**config.mk**
```make
export PLATFORM = sky130hd
export DESIGN_NAME = contador_ctrl
export DESIGN_NICKNAME = d
export VERILOG_FILES = /design/src/rtl/contador_ctrl.sv
export SDC_FILE = /design/constraint.sdc
export NUM_CORES = 1
export LEC_CHECK = 0
export CORE_AREA = 2 2 39 41
export DETAILED_ROUTE_END_ITERATION = 16
export DIE_AREA = 0 0 41 43
export GPL_TIMING_DRIVEN = 0
export PLACE_DENSITY_LB_ADDON = 0.15
export SYNTH_ARGS = -nofsm -noshare
export SYNTH_HDL_FRONTEND = slang
export SYNTH_SLANG_ARGS = --single-unit
```
**constraint.sdc**
```tcl
create_clock -name clk -period 1.7 [get_ports clk]
set_clock_uncertainty 0.1 [all_clocks]
set_input_delay 0.255 -clock clk [delete_from_list [all_inputs] [get_ports clk]]
set_output_delay 0.255 -clock clk [all_outputs]
set_load 0.1 [all_outputs]
```
**src/rtl/contador_ctrl.sv**
```systemverilog
// contador_ctrl: WIDTH-bit synchronous up-counter for control-unit sequencing.
// It counts 0, 1, ..., counterReg and then wraps to 0, so the period is
// counterReg+1 cycles. The terminal value is sampled on every edge and is not latched.
module contador_ctrl #(
    parameter int unsigned WIDTH = 8
) (
    input  logic             clk,
    input  logic             rstn,       // active-high synchronous reset
    input  logic [WIDTH-1:0] counterReg,
    output logic [WIDTH-1:0] out
);

    localparam logic [WIDTH-1:0] One = WIDTH'(1);

    logic [WIDTH-1:0] count_q;
    logic [WIDTH-1:0] count_d;
    logic             at_terminal;

    // The wrap test uses >= so that lowering counterReg below the current count
    // sends the counter straight back to 0 instead of letting it run up to all-ones.
    always_comb begin
        count_d     = count_q;
        at_terminal = (count_q >= counterReg);
        if (at_terminal) begin
            count_d = '0;
        end else begin
            count_d = count_q + One;
        end
    end

    // Count register. Reset has priority over counting.
    always_ff @(posedge clk) begin
        if (rstn) begin
            count_q <= '0;
        end else begin
            count_q <= count_d;
        end
    end

    assign out = count_q;

endmodule

```
## Word level (Yosys, flattened, before mapping)

Cells that the tools add are included.

| operators by class | value |
|---|---|
| $add $sub $neg | 1 |
| multipliers | 0 |
| div/mod/pow operators | 0 |
| order comparisons | 1 |
| equal/unequal tests | 0 |
| shift-type cells | 0 |
| multiplexer cells | 0 |
| bitwise logic cells | 0 |
| reduce and logical (&&, ||, !) cells | 1 |

Operators with widths:

| cell | number |
|---|---|
| adder 8 x 1 -> 8 bit, second input constant | 1 |
| >= comparator 8 bit | 1 |
| OR reduction 2 bit | 1 |

| word-level totals | value |
|---|---|
| register bits | 8 |
| latch bits | 0 |
| RAM bits | 0 |
| bits in read-only memories | 0 |
| bits of input ports | 10 |
| output and inout port bits | 8 |
| memories | 0 |

## Longest topological paths before layout

Gate-level depths: netlist of run 1.

| depth | value |
|---|---|
| depth in word-level cells | 2 |
| depth in mapped cells | 6 |

## Least setup slack after synthesis of run 1

OpenSTA, ideal clock, no wires.

| timing path | value |
|---|---|
| path type | flip-flop to flip-flop |
| start point | register count_q[0], in the netlist out[0] |
| end point | register count_q[0], in the netlist out[0] |
| setup time | 0.160 ns |
| arrival time | 1.907 ns |
| required time | 1.440 ns |
| slack | -0.467 ns |
| cell stages (with the launch flop) | 7 |
| path buffers | 0 |
| clock period less this slack | 2.167 ns |
| path through | dfxtp_1 inv_1 ha_1 nor3b_1 o21a_1 o21ai_2 nor2_1 |

| between the ends | value |
|---|---|
| longest elaborated chain between the ends | 2 |
| elaborated cells on any way between the ends | 3 |
| classes of those cells | 1 x add/sub; 1 x order compare; 1 x reduce/logical |

RTL lines:

| what | line | RTL |
|---|---|---|
| from (decl) | 15 | `logic [WIDTH-1:0] count_q;` |
| from (signal assigned) | 36 | `count_q <= count_d;` |
| >= comparator 8 bit | 23 | `at_terminal = (count_q >= counterReg);` |
| OR reduction 2 bit (no source line) | -- |  |

Parallel ways exist; a longest one is shown, timed or not.
A chain may end at the register's enable or synchronous reset.

## Worst setup path in the final report of run 1

| timing path | value |
|---|---|
| start point | input port counterReg[3] |
| end point | register count_q[2], in the netlist out[2] |

| between the ends | value |
|---|---|
| longest elaborated chain between the ends | 2 |

RTL lines:

| what | line | RTL |
|---|---|---|
| from (decl) | 9 | `input logic [WIDTH-1:0] counterReg,` |
| >= comparator 8 bit | 23 |  |
| OR reduction 2 bit (no source line) | -- |  |

No other way between the ends.

==> results.sh, run 1 <==
export IMPL_outcome="finished, final reports clean"
export IMPL_worst_pin_slew_ns=0.548
export IMPL_reg2reg_depth=6
export IMPL_synth_cell_types=16
export IMPL_drive_gt1_share_pct=28.9
export IMPL_crit_start="counterReg[3]"
export IMPL_syn_area_um2=494
export IMPL_setup_viol=0
export IMPL_yosys_warnings=0
export IMPL_dominantRegCellSynth="dfxtp_1"
export IMPL_die_width_um=41
export IMPL_synthCells=55
export IMPL_num_rows=14
export IMPL_post_route_min_period_ns=1.62
export IMPL_synth_edff_count=0
export IMPL_rsz0062_at_grt="yes"
export IMPL_finalHoldViolations=0
export IMPL_path_buf_inv=2
export IMPL_period_share_pct=95.3
export IMPL_clk_pin_slew_ns=0.06
export IMPL_initial_core_util_pct=35.7
export IMPL_dieArea_mm2=0.00176
export IMPL_clk_path_buf_depth=2
export IMPL_grt_pass1_vias=411
export IMPL_n_antenna_cell=0
export IMPL_yosys_area_top_type_share_pct=32.4
export IMPL_path_max_fanout=8
export IMPL_seqPwrFrac_pct=42.4
export IMPL_die_y_um=43
export IMPL_p_per_area_mw_per_mm2=633
export IMPL_ys_async_sr_fraction_pct=0
export IMPL_drt_wl_total_um=980
export IMPL_drt_pass1_iterations=1
export IMPL_ant_nets=0
export IMPL_synth_fp_nets=74
export IMPL_worstSetupPathType="in2reg"
export IMPL_clkLatencyLatePin_ns=0.25
export IMPL_min_path_cells=1
export IMPL_crit_cells=7
export IMPL_coreArea_mm2=0.00138
export IMPL_stdcell_count=92
export IMPL_ys_top_cells_by_count="ha_1 (9), inv_1 (9), dfxtp_1 (8), nor2_1 (8)"
export IMPL_clock_sinks=8
export IMPL_grt_max_degree=9
export IMPL_yosys_top_cells_area="dfxtp_1 (32%), ha_1 (23%), xor2_1 (8.9%)"
export IMPL_critPathCapture="out[2]"
export IMPL_area_delta_synth_final_pct=53.9
export IMPL_synth_top_cell_by_area="dfxtp_1"
export IMPL_timing_slew_headroom_pct=63.7
export IMPL_drv_slew=0
export IMPL_setup_worst_path_end_class="flop"
export IMPL_drtIter0Drc=0
export IMPL_maxCapViolations=0
export IMPL_required_ns=1.72
export IMPL_post_route_drc_count=0
export IMPL_final_util_pct=55.0
export IMPL_cts_tree="yes"
export IMPL_placed_cell_area_um2=704
export IMPL_p_int_uw=330
export IMPL_max_stage_delay_ns=0.45
export IMPL_hp_class="reg2reg"
export IMPL_final_area_um2=761
export IMPL_cp_slowest_cell="clkdlybuf4s50_1"
export IMPL_cts_root_buf="clkbuf_4"
export IMPL_yosysSeqAreaShare_pct=32.4
export IMPL_ir_worst_vdd_uv=415
export IMPL_yosys_register_bits=8
export IMPL_grtUsageTotal_pct=13.2
export IMPL_numPortBuffers=17
export IMPL_grt_remaining_overflow=0
export IMPL_max_freq_mhz=617
export IMPL_grt_pass1_wl_um=1590
export IMPL_ff2ff_setup_slack_ns=0.22
export IMPL_switching_power_uw=151
export IMPL_combPwrFrac_pct=26.5
export IMPL_largest_register_ffs=8
export IMPL_whs_ns=0.360
export IMPL_crit_family="compound AO/OA/AOI/OAI gates"
export IMPL_netSwitchingFraction_pct=31.4
export IMPL_gp_congestion=0.710
export IMPL_ios=18
export IMPL_hpwl_um=706
export IMPL_leakage_nw=0.341
export IMPL_worstPathCellList="clkdlybuf4s50_1 -> inv_1 -> ha_1 -> o211ai_1 -> o21a_1 -> o21ai_4 -> nor2_1"
export IMPL_cts_made_buffers=3
export IMPL_start_kind="input pin"
export IMPL_wl_per_cell_um=10.7
export IMPL_reg2reg_from="out[0]"
export IMPL_ctsHtreeMaxLevel=1
export IMPL_vias=431
export IMPL_routed_via_density=4.68
export IMPL_cp_arrival_ns=1.64
export IMPL_clockPowerShare_pct=31.1
export IMPL_antenna_found_initial=0
export IMPL_final_nets=96
export IMPL_syn_avg_cell_area_um2=8.99
export IMPL_r2r_end="out[2]"
export IMPL_place_inst=88
placed cells by master (no fill, tap or decap):
cell type / instances
a211oi_1: 1
a211oi_2: 1
a21o_1: 1
and3_1: 2
clkbuf_1: 1
clkbuf_4: 3
clkdlybuf4s15_2: 8
clkdlybuf4s50_1: 9
dfxtp_2: 4
dfxtp_4: 4
ha_1: 8
ha_4: 1
inv_1: 9
nand3_1: 5
nor2_1: 8
nor3b_1: 1
o2111ai_1: 1
o211ai_1: 1
o21a_1: 1
o21ai_4: 1
xnor2_1: 1
xor2_1: 5
per-layer routing:
| metal | vias to the layer above | GRT usage (%) | share of wire (%) |
|---|---|---|---|
| met5 | - | 0 | 0 |
| met4 | 0 | 6.00 | 0 |
| met3 | 0 | 3.66 | 6.6 |
| met2 | 10 | 20.0 | 47 |
| met1 | 191 | 16.6 | 46 |
| li1 | 230 | - | - |
cell families (layout without fill, tap and decap cells):
family	Yosys count	in the layout	share of synthesized area [%]
fa+ha+maj	9	9	22.8
flops	8	8	32.4
compound gates	7	7	12.2
buf+inv	9	30	6.83
xor+xnor	6	6	10.6
simple gates	16	16	15.2
worst min path at each step:
stage	from	to	slack (ns)
floorplan	rstn	out[1]	0.37
finish	out[0]	out[0]	0.36
detailed placement	out[0]	out[0]	0.35
global placement	out[0]	out[0]	0.35
global route	out[0]	out[0]	0.39
CTS	out[0]	out[0]	0.36
cell type report:
cell class                      count  area, um2
Clock buffer                        4       26.3
Fill cell                         139        623
Inverter                            9       33.8
Multi-Input combinational cell     38        320
Sequential cell                     8        180
Tap cell                           16       20.0
Timing Repair Buffer               17        180
through the flow:
| step | setup TNS (ns) | total power [mW] | worst slack [ns] |
|---|---|---|---|
| 4_1_cts | 0 | 0.484 | 0.0146 |
| 3_3_place_gp | -2.78 | 0.333 | -0.217 |
| 5_1_grt | -0.0120 | 0.519 | -0.00581 |
| 3_5_place_dp | -3.01 | 0.333 | -0.243 |
| 2_1_floorplan | 0 | 0.291 | 0.0522 |
| 6_report | 0 | 0.482 | 0.0794 |
what timing repair did:
| action | in CTS | in global routing |
|---|---|---|
| gates resized for setup | 24 | 2 |
| hold buffers | 0 | 0 |
| pin swaps | 0 | 5 |
| setup buffers | 0 | 0 |
| cloned | 0 | 0 |
| endpoints found under the setup margin | 8 | 8 |
power groups by stage:
stage	Clock, mW	Sequential, mW	Combinational, mW
2_1_floorplan	0	0.255	0.0353
3_3_place_gp	0	0.208	0.124
3_5_place_dp	0	0.208	0.125
4_1_cts	0.156	0.204	0.124
5_1_grt	0.175	0.206	0.139
6_report	0.150	0.204	0.128
Note: power is estimated with default switching activity, not from simulation.
==> run 2: changes to the inputs <==
Settings changed: CORE_AREA 2 2 39 41 to 8 8 45 47, DIE_AREA 0 0 41 43 to 0 0 53 55, PLACE_DENSITY set to 0.69, PLACE_DENSITY_LB_ADDON 0.15 to not set.
==> results.sh, run 2 (synthesis gave the netlist of run 1 again) <==
export IMPL_outcome="finished, final reports clean"
export IMPL_start_kind="input pin"
export IMPL_grtUsageTotal_pct=8.59
export IMPL_post_route_min_period_ns=1.58
export IMPL_routed_via_density=4.88
export IMPL_reg2reg_depth=5
export IMPL_post_place_ws_ns=-0.252
export IMPL_fin_tns_setup_ns=0
export IMPL_dieArea_mm2=0.00292
export IMPL_placed_cell_area_um2=704
export IMPL_finalHoldViolations=0
export IMPL_drt_wl_total_um=1190
export IMPL_rsz0062_at_grt="no"
export IMPL_hold_buffers=0
export IMPL_area_delta_synth_final_pct=58.7
export IMPL_cts_root_buf="clkbuf_4"
export IMPL_clkLatencyLatePin_ns=0.25
export IMPL_fillers=134
export IMPL_grt_remaining_overflow=0
export IMPL_hpwl_um=881
export IMPL_ctsHtreeMaxLevel=1
export IMPL_final_area_um2=785
export IMPL_final_common_cell="clkdlybuf4s15_2"
export IMPL_whs_ns=0.354
export IMPL_coreArea_mm2=0.00138
export IMPL_drtIter0Drc=11
export IMPL_wl_per_cell_um=13.0
export IMPL_power_uw=472
export IMPL_drv_slew=0
export IMPL_min_delay_worst_endpoint="out[0]"
export IMPL_min_path_cells=1
export IMPL_ff2ff_setup_slack_ns=0.16
export IMPL_final_util_pct=56.7
export IMPL_numPortBuffers=17
export IMPL_die_width_um=53
export IMPL_worst_pin_slew_ns=0.551
export IMPL_clk_path_buf_depth=2
export IMPL_stdcell_count=91
export IMPL_clock_sinks=8
export IMPL_final_cell_mix="clkdlybuf4s15_2 (8), inv_1 (7), ha_1 (7), nor2_1 (6)"
export IMPL_post_cts_buffers=0
export IMPL_period_share_pct=92.7
export IMPL_ios=18
export IMPL_p_per_area_mw_per_mm2=602
export IMPL_die_y_um=55
export IMPL_grt_max_degree=9
export IMPL_use_met1_pct=8.54
export IMPL_use_met3_pct=2.41
export IMPL_grt_busiest_layer="met2"
export IMPL_grt_pass1_vias=448
export IMPL_place_inst=88
export IMPL_worstSetupPathType="in2reg"
export IMPL_num_rows=14
export IMPL_r2r_end="out[2]"
export IMPL_initial_core_util_pct=35.7
export IMPL_ant_nets=0
export IMPL_clk_pin_slew_ns=0.05
export IMPL_cts_made_buffers=3
export IMPL_cp_arrival_ns=1.60
export IMPL_gp_congestion=0.765
export IMPL_vias=444
export IMPL_max_freq_mhz=635
export IMPL_antenna_found_initial=0
export IMPL_setup_viol=0
export IMPL_largest_register_ffs=8
export IMPL_final_nets=96
export IMPL_required_ns=1.72
export IMPL_n_antenna_cell=0
export IMPL_post_route_drc_count=0
export IMPL_grtUsageMet2_pct=15.0
export IMPL_holdCritStartpoint="out[0]"
export IMPL_reg2reg_from="out[1]"
export IMPL_fin_ws_ns=0.124
export IMPL_leakage_nw=0.375
export IMPL_maxCapViolations=0
export IMPL_setup_worst_path_end_class="flop"
export IMPL_drive_gt1_share_pct=36.0
export IMPL_path_max_fanout=8
export IMPL_drt_pass1_iterations=4
export IMPL_hp_class="reg2reg"
export IMPL_ir_worst_vdd_uv=277
export IMPL_cts_tree="yes"
export IMPL_grt_pass1_wl_um=1880
export IMPL_timing_slew_headroom_pct=63.4
## run 2: critical path, cell delays in order
cell             delay (ns)
clkdlybuf4s50_1        0.45
inv_1                  0.04
ha_1                   0.30
o2111ai_1              0.16
o21ai_4                0.30
nor2_1                 0.09
## run 2: area by class of cell
type | instances | area, um2 | area share, %
Clock buffer | 3 | 22.5 | 2.87
Multi-Input combinational cell | 38 | 338 | 43.1
Sequential cell | 8 | 180 | 23.0
Inverter | 9 | 33.8 | 4.31
Timing Repair Buffer | 17 | 190 | 24.2
Tap cell | 16 | 20.0 | 2.55
## run 2: metal layers
layer  up-vias  routed length (um)
li1        233                   -
met1       196                 492
met2        13                 604
met3         2                  74
met4         0                  14
met5         -                   0
## run 2: worst max path at each step
| stage | start | to | slack [ns] | depth (start not counted) |
|---|---|---|---|---|
| floorplan | out[2] | out[2] | 0.05 | 5 |
| global placement | counterReg[3] | out[5] | -0.21 | 7 |
| detailed placement | counterReg[3] | out[2] | -0.25 | 7 |
| CTS | counterReg[3] | out[2] | 0.02 | 7 |
| global route | counterReg[7] | out[0] | 0.009 | 6 |
| finish | counterReg[7] | out[2] | 0.12 | 6 |
## run 2: timing repair
action                     4_1_cts  5_1_grt
gates resized for setup         24       11
pin swaps                        0       11
setup endpoints to repair        8        8
hold endpoints to repair         0        0
## run 2: where the power goes
part | internal [mW] | total (mW) | switching, mW
Clock | 0.0803 | 0.138 | 0.0573
Combinational | 0.0478 | 0.130 | 0.0819
Sequential | 0.193 | 0.205 | 0.0119
Total | 0.321 | 0.472 | 0.151
